### src/rtl/midi_parser.sv
// Monophonic MIDI note parser: turns a received byte stream into note,
// velocity, gate and a note-event strobe, with running status and last-note priority.
module midi_parser #(
  parameter bit CHANNEL_FILTER = 1'b1
) (
  input  logic       clk_i,
  input  logic       nrst_i,
  input  logic [7:0] byte_i,
  input  logic       byteValid_i,
  input  logic [3:0] channel_i,
  output logic [6:0] note_o,
  output logic [6:0] velocity_o,
  output logic       gate_o,
  output logic       noteEvent_o
);

  typedef enum logic [2:0] {
    IDLE    = 3'd0,
    NOTE_D1 = 3'd1,
    NOTE_D2 = 3'd2,
    SKIP_D1 = 3'd3,
    SKIP_D2 = 3'd4
  } state_e;

  localparam logic [3:0] ST_NOTE_OFF = 4'h8;
  localparam logic [3:0] ST_NOTE_ON  = 4'h9;
  localparam logic [3:0] ST_PROG_CHG = 4'hC;
  localparam logic [3:0] ST_CHAN_AT  = 4'hD;

  state_e     state_q, state_d;
  logic [3:0] status_q, status_d;     // running-status message type (upper nibble)
  logic [6:0] pend_note_q, pend_note_d;
  logic [6:0] note_q, note_d;
  logic [6:0] vel_q, vel_d;
  logic       gate_q, gate_d;
  logic       event_q, event_d;

  logic is_realtime, is_syscommon, is_status, is_note_status, chan_match;

  assign is_realtime    = (byte_i >= 8'hF8);
  assign is_syscommon   = (byte_i >= 8'hF0) && !is_realtime;
  assign is_status      = byte_i[7] && (byte_i < 8'hF0);
  assign is_note_status = (byte_i[7:4] == ST_NOTE_OFF) || (byte_i[7:4] == ST_NOTE_ON);
  assign chan_match     = !CHANNEL_FILTER || (byte_i[3:0] == channel_i);

  // NOTE: every variable gets its hold value first so no path through the
  // case statement can leave one unassigned and infer a latch.
  always_comb begin
    state_d     = state_q;
    status_d    = status_q;
    pend_note_d = pend_note_q;
    note_d      = note_q;
    vel_d       = vel_q;
    gate_d      = gate_q;
    event_d     = 1'b0;

    if (byteValid_i && !is_realtime) begin
      if (is_syscommon) begin
        state_d  = IDLE;
        status_d = 4'h0;
      end else if (is_status) begin
        status_d = byte_i[7:4];
        state_d  = (is_note_status && chan_match) ? NOTE_D1 : SKIP_D1;
      end else begin
        unique case (state_q)
          NOTE_D1: begin
            pend_note_d = byte_i[6:0];
            state_d     = NOTE_D2;
          end
          NOTE_D2: begin
            state_d = NOTE_D1;
            if (status_q == ST_NOTE_ON && byte_i[6:0] != 7'd0) begin
              note_d  = pend_note_q;
              vel_d   = byte_i[6:0];
              gate_d  = 1'b1;
              event_d = 1'b1;
            end else if (pend_note_q == note_q) begin
              // Release only when the note-off names the note currently sounding.
              vel_d   = 7'd0;
              gate_d  = 1'b0;
              event_d = 1'b1;
            end
          end
          SKIP_D1: begin
            if (status_q != ST_PROG_CHG && status_q != ST_CHAN_AT) begin
              state_d = SKIP_D2;
            end
          end
          SKIP_D2: state_d = SKIP_D1;
          default: state_d = state_q;
        endcase
      end
    end
  end

  // NOTE: sequential state uses non-blocking assignments so every register
  // samples the pre-edge values; the async reset clears all of it immediately.
  always_ff @(posedge clk_i or negedge nrst_i) begin
    if (!nrst_i) begin
      state_q     <= IDLE;
      status_q    <= 4'h0;
      pend_note_q <= 7'd0;
      note_q      <= 7'd0;
      vel_q       <= 7'd0;
      gate_q      <= 1'b0;
      event_q     <= 1'b0;
    end else begin
      state_q     <= state_d;
      status_q    <= status_d;
      pend_note_q <= pend_note_d;
      note_q      <= note_d;
      vel_q       <= vel_d;
      gate_q      <= gate_d;
      event_q     <= event_d;
    end
  end

  assign note_o      = note_q;
  assign velocity_o  = vel_q;
  assign gate_o      = gate_q;
  assign noteEvent_o = event_q;

endmodule

### config.mk
export PLATFORM = sky130hd
export DESIGN_NAME = midi_parser
export DESIGN_NICKNAME = d
export VERILOG_FILES = /design/src/rtl/midi_parser.sv
export SDC_FILE = /design/constraint.sdc
export NUM_CORES = 1
export LEC_CHECK = 0
export BUFFER_PORTS_ARGS = -buffer_cell sky130_fd_sc_hd__buf_2
export CORE_UTILIZATION = 35
export DETAILED_ROUTE_END_ITERATION = 12
export PLACE_DENSITY = 0.63
export RECOVER_POWER = 25
export SLEW_MARGIN = 25
export SYNTH_ARGS = -nofsm -noshare
export SYNTH_HDL_FRONTEND = slang
export SYNTH_SLANG_ARGS = --single-unit
### constraint.sdc
create_clock -name clk_i -period 4.6 [get_ports clk_i]
set_input_delay 0.23 -clock clk_i [delete_from_list [all_inputs] [get_ports clk_i]]
set_output_delay 0.23 -clock clk_i [all_outputs]
set_load 0.05 [all_outputs]
# After elaboration in Yosys (flattened, before gate mapping)

Cells that the tools add are included.
Widths: inputs -> output; s select.

Bits in registers: 30
Bits in latches: 0
RAM bits: 0
Memory bits (read-only): 0
Input bits: 15
Output and inout port bits: 16
Logic and storage cells: 58
Memories: 0

Add/sub/neg operators: 0
$mul: 0
Divide/modulo/power cells: 0
Magnitude comparators: 3
Equality and inequality tests: 12
Shift operators: 0
Multiplexer cells: 17
Bitwise logic cells: 2
Reductions and logical operators: 17

Operator list:

| cell               | number |
|---|---|
| $ge 8x8->1 const B | 2 |
| $mux 7             | 2 |
| $eq 4x4->1 const B | 3 |
| $ne 4x4->1 const B | 3 |
| $pmux 3 s4         | 1 |
| $reduce_and 5->1   | 2 |
| $mux 3             | 3 |
| $lt 8x8->1 const B | 1 |
| $mux 1             | 8 |
| $mux 4             | 2 |
| $eq 7x7->1         | 1 |
| $reduce_bool 7->1  | 1 |
| $eq 3x2->1 const B | 2 |
| $logic_and 1x1->1  | 6 |
| $reduce_bool 6->1  | 1 |
| $eq 4x4->1         | 1 |
| $reduce_and 4->1   | 1 |
| $reduce_bool 2->1  | 2 |
| $eq 3x1->1 const B | 1 |
| $eq 3x3->1 const B | 1 |
| $reduce_and 3->1   | 1 |
| $mux 2             | 1 |
| $not 1->1          | 2 |
| $reduce_and 2->1   | 1 |
| other kinds (2)    | 2 |

# Logic depth before layout (Yosys ltp)

Gate-level depths: netlist (run 1).

Word-level depth: 7
Gate-level depth with buffers: 5
Depth with buffers taken out: 4

# Least setup slack after synthesis (run 1)

Ideal clock, no wire load.

Path kind: register to register
Start: register state_q[0]
End: register state_q[2]
Setup time: 128 ps
Data arrival time: 1450 ps
Required time: 4472 ps
Path slack: 3022 ps
Stages on the path, launching flop included: 6
Buffers on the path: 1
Clock period less this slack: 1578 ps
Cells stage by stage: dfrtp_1 -> buf_6 -> and4b_4 -> a2111oi_2 -> o21ai_2 -> mux2_1

Cells in the longest elaborated chain, start to end: 4
Elaborated cells between the ends (all ways): 10
Classes of those cells: eq/ne: 5; mux: 3; reduce/logical: 2

RTL lines:

| item                                     | RTL line | RTL |
|---|---|---|
| start: declaration                       | 30       | `state_e state_q, state_d;` |
| start signal: assignment                 | 108      | `state_q <= state_d;` |
| $eq 3x3->1, or another cell as far along | 65       | `unique case (state_q)` |
| $pmux 3 s4                               | 65       |  |
| $mux 3                                   | 61       | `end else if (is_status) begin` |
| $mux 3                                   | 58       | `if (is_syscommon) begin` |

Several ways; a longest one is shown, not always the timed one.
A chain may end at the register's enable or synchronous reset.

# Worst setup path after layout (run 1)

Start: register state_q[2]
End: register note_q[6], in the netlist note_o[6]

Cells in the longest elaborated chain, start to end: 2

RTL lines:

| item                              | RTL line | RTL |
|---|---|---|
| $eq 3x2->1                        | 65       |  |
| $reduce_and 5->1 (no source line) | --       |  |
| end signal: assignment            | 111      | `note_q <= note_d;` |
| end: declaration                  | 33       | `logic [6:0] note_q, note_d;` |

Every way passes these cells.

==> flow_metrics.py, run 1 <==
metrics = {
    "detailed_routing": {
        "finalWirelength_mm": 3.26,
        "vias": 1100,
        "drt_iter0_drc": 65,
        "drc": 0,
        "dr.pass1.iters": 4,
        "wl_per_cell_um": 15.4,
        "antenna_left": 0,
        "viasPerCell": 5.19,
    },
    "sta": {
        "finalClockSkew_ps": 2.01,
        "hold_violations": 0,
        "worst_pin_slew_ps": 1590,
        "rsz0062_at_grt": "no",
        "slew_violations": 31,
        "relSlewSlack_pct": -6.21,
        "fmax_ghz": 0.537,
        "setup_violations": 0,
        "period_needed_ps": 1860,
        "fin_crit_sh_pct": 40.5,
        "fin_ws_ps": 2740,
        "tns_ps": 0,
    },
    "cells_and_area": {
        "register_area_um2": 751,
        "final_cells": 212,
        "area_growth_pct": 18.0,
        "diodes": 0,
        "fillCellCount": 386,
        "nNetsFinal": 176,
        "post-route-cell-area_mm2": 0.00182,
        "multi_input_area_um2": 754,
        "layout-drive-gt1-share_pct": 34.6,
    },
    "synth": {
        "postSynth.asyncResetShare_pct": 100,
        "synth-edff-count": 0,
        "synth_area_leader_cell": "dfrtp_1",
        "netlist_instances": 126,
        "synth_top_area_share_pct": 48.7,
        "syn_avg_cell_area_um2": 12.2,
        "yosysSeqAreaShare_pct": 48.7,
        "yosys_register_bits": 30,
        "netlist_area_mm2": 0.00154,
        "syn-num-nets": 141,
        "synthTopCellsByArea": "dfrtp_1 49%, mux2_4 6.8%, mux2_2 5.1%",
        "ys_top_cells_by_count": "30 x dfrtp_1, 12 x nand2_1, 8 x xnor2_1",
        "ys.flop_type": "dfrtp_1",
        "yosysWarnings": 0,
        "yosys.cell_count.top_type": "dfrtp_1",
        "ys_types": 36,
    },
    "setup_path": {
        "cp_data_required_time_ps": 4770,
        "crit_slowest_cell": "dfrtp_1",
        "startpoint_type": "flip-flop",
        "cp-end-kind": "flip-flop",
        "path_class": "flip-flop to flip-flop",
        "reg2reg_depth": 4,
        "r2r_start": "state_q[2]",
        "crit_fanout": 10,
        "crit_chain": "nor3b_4 -> nand3b_4 -> nand2b_1 -> mux2_4",
        "r2r_end": "note_o[6]",
        "cp.arrival_ps": 2030,
        "ff2ff_setup_slack_ps": 2740,
        "slowest_delay_ps": 460,
    },
    "placed_design": {
        "gp_congestion": 0.871,
        "place_area_mm2": 0.00172,
        "port_buffers": 30,
        "pre_cts_slack_ps": 2730,
        "place_inst": 203,
        "post-dp-hpwl_mm": 2.38,
    },
    "power": {
        "ir_drop_v": 0.000152,
        "powerDensity_mw_per_mm2": 582,
        "total_power_w": 0.00106,
        "p_leak_nw": 0.863,
    },
    "status": {
        "violations": "capacitance limit, slew limit",
        "status": "finished, violations left",
    },
    "global_routing": {
        "grt_pass1_vias": 1069,
        "grt_pass1_wl_mm": 5.12,
        "grt_max_degree": 31,
        "grt_use_total_pct": 15.8,
        "overflow": 0,
        "antenna_found_initial": 0,
    },
    "hold_path": {
        "hold_path_class": "primary input to flip-flop",
        "hold_depth": 2,
        "worstHoldStart": "byte_i[1]",
        "holdPathEnd": "pend_note_q[1]",
    },
    "die": {
        "die_h_um": 68.4,
        "io-pin-count": 31,
        "row_count": 23,
        "start_util_pct": 37.5,
        "die_area_mm2": 0.00468,
        "fp.coreArea_mm2": 0.00412,
        "die_w_um": 68.4,
    },
    "clocking": {
        "clock_latency_ps": 280,
        "cts_tree": "yes",
        "clock_sinks": 30,
        "cts_made_buffers": 5,
        "clk_pin_slew_ps": 60,
        "htree_levels": 2,
        "cts_setup_buffers": 0,
        "clockBufferDepth": 2,
        "cts_root_buffer": "clkbuf_8",
    },
    "run": {
        "max_cap_violations": 1,
    },
}
-- how the worst max path moves through the flow --
stage	start	to	slack [ps]	depth (start not counted)
floorplan	state_q[0]	state_q[2]	3020	5
global placement	state_q[2]	note_o[2]	2810	4
detailed placement	state_q[2]	note_o[2]	2730	4
CTS	state_q[2]	note_o[6]	2720	4
global route	nrst_i	state_q[1]	2420	2
finish	state_q[2]	note_o[6]	2740	4
-- logic make-up after synthesis --
kind of cell	after synthesis	synth area share (%)
mux	17	14.1
simple gates	33	14.0
flops	30	48.7
compound gates	30	13.9
xor+xnor	12	6.81
buf+inv	4	2.43
-- registers in the layout, summed over array words and instances (netlist names) --
| register | cells |
|---|---|
| velocity_o | 7 |
| noteEvent_o | 1 |
| pend_note_q | 7 |
| status_q | 4 |
| state_q | 3 |
| gate_o | 1 |
| note_o | 7 |
-- through the flow --
stage | hold slack [ps] | utilization (%)
finish | 270 | 44.2
global route | 274 | 44.2
CTS | 265 | 44.3
detailed placement | 302 | 41.8
global placement | 292 | 41.8
floorplan | -65.6 | -
-- cell type report --
type	instances	share of cell area, %
clock buffers	7	4.74
clock inverters	1	0.275
inverters	1	0.206
multi-input cells	92	41.4
flip-flops and latches	30	41.2
well taps	50	3.44
repair buffers	31	8.66
-- critical path: cells and delay by family (launching register included) --
family	cells	cell delay, ps
flops	1	460
simple gates	3	890
mux	1	390
-- where the power goes --
| part | internal (W) | switching [W] | total [W] | leakage (nW) |
|---|---|---|---|---|
| sequential | 0.000342 | 0.0000950 | 0.000437 | 0.353 |
| combinational | 0.000183 | 0.000224 | 0.000407 | 0.462 |
| clock | 0.000120 | 0.0000953 | 0.000216 | 0.0482 |
-- timing repair --
item,CTS,global route
endpoints found under the setup margin,0,0
gates resized for setup,0,0
hold endpoints to repair,23,0
hold buffers,1,0
-- placed cells by master, fill, tap and decap left out, types with 2 or more instances in the layout --
master / n
a22o_1: 3
a22oi_1: 7
buf_2: 28
clkbuf_1: 3
clkbuf_8: 6
dfrtp_1: 30
mux2_1: 3
mux2_2: 7
mux2_4: 7
nand2_1: 12
nand3_1: 3
nor2_1: 3
nor2b_1: 2
nor3_1: 4
o21ai_0: 5
o21ai_1: 4
o31ai_1: 2
xnor2_1: 8
xor2_1: 4
-- per-layer routing --
metal	up-vias	GRT usage, %	share of wire [%]
met2	28	23.5	48
met4	0	12.5	2.6
met1	534	19.1	44
li1	531	-	-
met3	7	4.00	5.2
met5	-	0	0
(Power assumes the default switching activity.)
==> run 2, diff against run 1 <==
ABC_AREA = 1   (was not set)
PLACE_DENSITY = 0.65   (was 0.63)
clock period = 1.7 ns   (was 4.6 ns; I/O delays follow)
==> run 2 against run 1 <==
Final area decreased by 0.41%; combinational power rose to 3.5 times the previous value; critical endpoint is now pend_note_q[6]; synthesized cell count increased by 62%; routed wire length is essentially flat; flip-flop and latch count unchanged; first-iteration DRC count grew 31%; critical path depth increased by 1; sequential share of layout area grew 0.17 points; the run now ends clean.
==> flow_metrics.py, run 2 <==
metrics = {
    "sta": {
        "tns_ps": 0,
        "rsz0062_at_grt": "no",
        "hold_violations": 0,
        "relSlewSlack_pct": 49.1,
        "setup_violations": 0,
        "period_needed_ps": 1400,
        "fmax_ghz": 0.717,
        "worst_pin_slew_ps": 764,
        "slew_violations": 0,
        "fin_crit_sh_pct": 82.1,
        "finalClockSkew_ps": 5.81,
    },
    "detailed_routing": {
        "dr.pass1.iters": 4,
        "finalWirelength_mm": 3.26,
        "vias": 1339,
        "drt_iter0_drc": 85,
        "viasPerCell": 4.60,
        "antenna_left": 0,
        "drc": 0,
        "wl_per_cell_um": 11.2,
    },
    "setup_path": {
        "cp.arrival_ps": 1600,
        "slowest_delay_ps": 420,
        "crit_fanout": 13,
        "path_buf_inv": 0,
        "path_class": "flip-flop to flip-flop",
        "cp-end-kind": "flip-flop",
        "r2r_start": "state_q[1]",
        "startpoint_type": "flip-flop",
        "crit_chain": "nor3_1 -> nand2_1 -> nor2_2 -> nand2_1 -> o21ai_0",
        "crit_family": "simple AND/OR/NAND/NOR gates",
        "path_common_cell": "nand2_1",
        "reg2reg_depth": 5,
        "crit_slowest_cell": "dfrtp_1",
        "crit_cells": 5,
        "cp_data_required_time_ps": 1900,
        "crit_path_start": "state_q[1]",
    },
    "synth": {
        "ys_top_cells_by_count": "94 x nand2_1, 30 x dfrtp_1, 24 x inv_1, 14 x o21ai_0, 10 x nor2_1",
        "postSynth.asyncResetShare_pct": 100,
        "synthTopCellsByArea": "dfrtp_1 49%, nand2_1 23%, inv_1 5.9%",
        "netlist_area_mm2": 0.00152,
        "yosys.cell_count.top_type": "nand2_1",
        "syn_avg_cell_area_um2": 7.46,
        "synth-edff-count": 0,
        "syn-num-nets": 219,
        "synth_area_leader_cell": "dfrtp_1",
        "yosysSeqAreaShare_pct": 49.3,
        "yosys_register_bits": 30,
        "ys.flop_type": "dfrtp_1",
        "ys_types": 19,
        "netlist_instances": 204,
        "yosysWarnings": 0,
        "synth_top_area_share_pct": 49.3,
    },
    "hold_path": {
        "hold_path_class": "primary input to flip-flop",
        "worstHoldStart": "byte_i[1]",
        "hold_depth": 3,
    },
    "die": {
        "row_count": 23,
        "die_area_mm2": 0.00461,
        "fp.coreArea_mm2": 0.00409,
        "io-pin-count": 31,
        "start_util_pct": 37.2,
        "die_h_um": 67.9,
        "die_w_um": 67.9,
    },
    "clocking": {
        "cts_tree": "yes",
        "htree_levels": 2,
        "cts_made_buffers": 5,
        "clockBufferDepth": 2,
        "clock_sinks": 30,
        "clk_pin_slew_ps": 60,
        "clock_latency_ps": 280,
        "cts_setup_buffers": 0,
        "cts_root_buffer": "clkbuf_8",
    },
    "run": {
        "max_cap_violations": 0,
    },
    "status": {
        "status": "finished, final reports clean",
    },
    "global_routing": {
        "grt_max_degree": 31,
        "met1_usage_pct": 21.8,
        "overflow": 0,
        "top_usage_layer": "met2",
        "grt_use_total_pct": 16.6,
        "grt_pass1_wl_mm": 5.52,
        "met2_usage_pct": 25.2,
        "grtUsageMet3_pct": 5.00,
        "antenna_found_initial": 0,
        "grt_pass1_vias": 1250,
    },
    "cells_and_area": {
        "diodes": 0,
        "nNetsFinal": 255,
        "layout-drive-gt1-share_pct": 19.1,
        "fillCellCount": 424,
        "final_cell_mix": "95 x nand2_1, 30 x dfrtp_1, 28 x buf_2",
        "area_growth_pct": 19.2,
        "final_common_cell": "nand2_1",
    },
    "power": {
        "powerDensity_mw_per_mm2": 1780,
        "power.share.combinational_pct": 44.4,
        "p_sw_w": 0.00152,
        "ir_drop_v": 0.000651,
        "p_sw_share_pct": 47.0,
        "cellInternalPower_w": 0.00171,
        "pwr-share-seq_pct": 37.5,
        "p_leak_nw": 1.02,
        "total_power_w": 0.00323,
        "pwr-share-clk_pct": 18.1,
    },
    "placed_design": {
        "gp_congestion": 0.824,
        "port_buffers": 30,
        "post-dp-hpwl_mm": 2.43,
    },
}
==> run 2: cell count changes in the layout (fill, tap and decap cells not counted), sizes merged, moves of 2 or more <==
cell   change
nand2     +86
inv       +25
mux2      -17
nor2       +9
o21ai      +8
a22oi      -7
nand3      +5
xor2       -4
a22o       -3
xnor2      -3
nor2b      -2
o31ai      -2
==> run 2: worst paths after layout <==
check,end,slack [ps]
worst max-delay path,pend_note_q[6],300
worst min-delay path,velocity_o[1],70
worst max register to register,pend_note_q[6],300
worst min register to register,velocity_o[0],460
max in group asynchronous,status_q[0],810
min in group asynchronous,pend_note_q[5],400
==> run 2: cell type report <==
class	instances	area (um^2)	area share, %
Clock inverter	1	5.00	0.276
Clock buffer	7	86.3	4.76
Multi-Input combinational cell	146	649	35.8
Inverter	26	100	5.52
Sequential cell	30	751	41.4
Tap cell	50	62.6	3.45
Timing Repair Buffer	31	159	8.76
==> run 2: timing repair <==
action                                 in CTS  in global routing
hold buffers                                1                  0
endpoints found under the hold margin      30                  0
resized for setup                           0                  0
==> run 2: cells by family (layout without fill, tap and decap cells) <==
family | after synthesis | in the layout | synth area share, %
AOI/OAI and AO/OA | 19 | 19 | 6.74
and+or+nand+nor | 122 | 122 | 33.2
DFF | 30 | 30 | 49.3
buffers and inverters | 28 | 65 | 7.81
xor gates and xnor gates | 5 | 5 | 2.88
==> run 2: per-layer routing <==
metal / share of wire [%] / wire [um]
met1: 50 / 1630
met4: 1.7 / 55
met5: 0 / 0
met2: 43 / 1410
met3: 5.0 / 162
==> run 2: tightest hold or removal path, stage by stage <==
cell and delay, ps:
buf_2 130, nand2_1 60, nand2_1 50
==> run 2: power by group through the flow <==
stage	logic [W]	clock network, W	registers [W]
detailed placement	0.00145	0	0.00122
global placement	0.00143	0	0.00122
finish	0.00143	0.000585	0.00121
global route	0.00161	0.000629	0.00126
CTS	0.00145	0.000604	0.00121
floorplan	0.000584	0	0.00174
==> run 2: through the flow <==
| step | utilization [%] | setup slack, ps | std cells | hold slack [ps] | instance area (um^2) |
|---|---|---|---|---|---|
| 2_1_floorplan | - | 215 | 204 | -211 | 1520 |
| 3_3_place_gp | 42.0 | 262 | 282 | 164 | 1720 |
| 3_5_place_dp | 42.0 | 257 | 282 | 171 | 1720 |
| 4_1_cts | 44.5 | 320 | 291 | 58.8 | 1820 |
| 5_1_grt | 44.4 | 113 | 291 | 87.3 | 1810 |
| 6_report | 44.4 | 305 | 291 | 71.1 | 1810 |
==> run 3, diff against run 2 <==
ABC_AREA = 0   (was 1)
clock period = 1.1 ns   (was 1.7 ns; I/O delays follow)
==> run 3 against run 2 <==
The run now ends with setup timing left; non-clock buffer count up 47; clock power is 93% higher; cell count shrank 11%; clock skew rose by 0.54 ps; combinational power increased by 97%; final area is 29% higher; critical path depth shrank 1; core utilization is 12 points higher.
==> flow_metrics.py, run 3 (same netlist as run 1, synthesis figures left out) <==
metrics = {
    "placed_design": {
        "post-dp-hpwl_mm": 2.97,
        "gp_congestion": 0.930,
        "port_buffers": 30,
        "place_inst": 247,
        "pre_cts_slack_ps": -455,
    },
    "setup_path": {
        "path_class": "flip-flop to flip-flop",
        "crit_fanout": 5,
        "r2r_end": "state_q[1]",
        "cp.arrival_ps": 1740,
        "cp-end-kind": "flip-flop",
        "ff2ff_setup_slack_ps": -480,
        "cp_data_required_time_ps": 1260,
        "startpoint_type": "flip-flop",
        "reg2reg_depth": 4,
        "r2r_start": "state_q[1]",
    },
    "cells_and_area": {
        "final_core_util_pct": 56.7,
        "nNetsFinal": 223,
        "layout-drive-gt1-share_pct": 58.4,
        "final_common_cell": "buf_4",
        "diodes": 0,
        "multi_input_area_um2": 838,
        "register_area_um2": 761,
        "area_growth_pct": 51.3,
        "final_cell_mix": "45 x buf_4, 24 x buf_2, 22 x dfrtp_1",
        "final_cells": 259,
        "fillCellCount": 354,
    },
    "sta": {
        "hold_violations": 0,
        "period_needed_ps": 1580,
        "worst_pin_slew_ps": 741,
        "tns_ps": -10110,
        "whs_ps": 91.7,
        "rsz0062_at_grt": "yes",
        "slew_violations": 0,
        "fmax_ghz": 0.633,
        "fin_ws_ps": -479,
        "setup_violations": 26,
        "finalClockSkew_ps": 6.35,
        "fin_crit_sh_pct": 144,
        "relSlewSlack_pct": 50.6,
    },
    "status": {
        "status": "finished, violations left",
        "violations": "setup timing",
    },
    "die": {
        "row_count": 23,
        "die_h_um": 68.4,
        "start_util_pct": 37.5,
        "io-pin-count": 31,
        "fp.coreArea_mm2": 0.00412,
        "die_area_mm2": 0.00468,
        "die_w_um": 68.4,
    },
    "detailed_routing": {
        "drt_iter0_drc": 68,
        "wl_per_cell_um": 15.9,
        "finalWirelength_mm": 4.12,
        "drc": 0,
        "viasPerCell": 5.17,
        "antenna_left": 0,
        "dr.pass1.iters": 4,
        "vias": 1339,
    },
    "clocking": {
        "cts_made_buffers": 5,
        "clock_latency_ps": 280,
        "cts_root_buffer": "clkbuf_8",
        "clk_pin_slew_ps": 60,
        "clock_sinks": 30,
        "cts_tree": "yes",
        "clockBufferDepth": 2,
        "htree_levels": 2,
    },
    "hold_path": {
        "hold_path_class": "primary input to flip-flop",
        "hold_depth": 2,
        "holdPathEnd": "status_q[2]",
        "worstHoldStart": "byte_i[6]",
    },
    "global_routing": {
        "grt_use_total_pct": 19.6,
        "overflow": 0,
        "grt_max_degree": 31,
        "grt_pass1_vias": 1377,
        "grt_pass1_wl_mm": 6.44,
        "antenna_found_initial": 0,
    },
    "power": {
        "p_leak_nw": 1.13,
        "powerDensity_mw_per_mm2": 2450,
        "ir_drop_v": 0.000790,
    },
    "run": {
        "max_cap_violations": 0,
    },
}
## run 3: final cells by class
cell class	count	share of cell area (%)
multi-input cells	92	35.9
flip-flops and latches	30	32.6
repair buffers	78	23.6
clock buffers	7	3.70
well taps	50	2.68
clock inverters	1	1.29
inverters	1	0.161
## run 3: routing by layer
layer / GRT usage, % / vias to the layer above / wire length, um
met5: 0 / - / 0
met4: 6.51 / 0 / 68
met3: 4.83 / 8 / 151
met1: 22.9 / 665 / 1740
met2: 34.7 / 34 / 2160
li1: - / 632 / -
## run 3: worst max-delay path by stage
stage | start | to | slack (ps)
after floorplan | state_q[0] | state_q[2] | -450
after global placement | status_q[1] | note_o[2] | -410
after detailed placement | state_q[1] | state_q[1] | -450
after CTS | state_q[1] | state_q[1] | -450
after global routing | state_q[1] | state_q[0] | -510
final | state_q[1] | state_q[1] | -480
## run 3: repair_timing
item / in CTS / in global routing
endpoints found under the setup margin: 26 / 32
gates cloned: 1 / 0
buffers inserted: 4 / 1
hold buffers: 1 / 0
pin swaps: 6 / 2
resized for setup: 15 / 16
hold endpoints to repair: 30 / 0
## run 3: worst max-delay path: stages, from the launching register on
cell	delay (ps)
dfrtp_1	440
and4b_4	230
a2111oi_4	350
o21ai_2	110
mux2_1	330
## run 3: report_power, final
part           switching, W  leakage [nW]  internal, W
Combinational       0.00133         0.735      0.00148
Sequential         0.000321         0.340      0.00145
Clock              0.000392        0.0585     0.000737
Total               0.00205          1.13      0.00367
## run 3: per-stage QoR
stage | total power (W) | instance area, um^2
finish | 0.00571 | 2330
global route | 0.00599 | 2330
CTS | 0.00565 | 2340
detailed placement | 0.00424 | 2110
global placement | 0.00414 | 2110
floorplan | 0.00331 | 1570
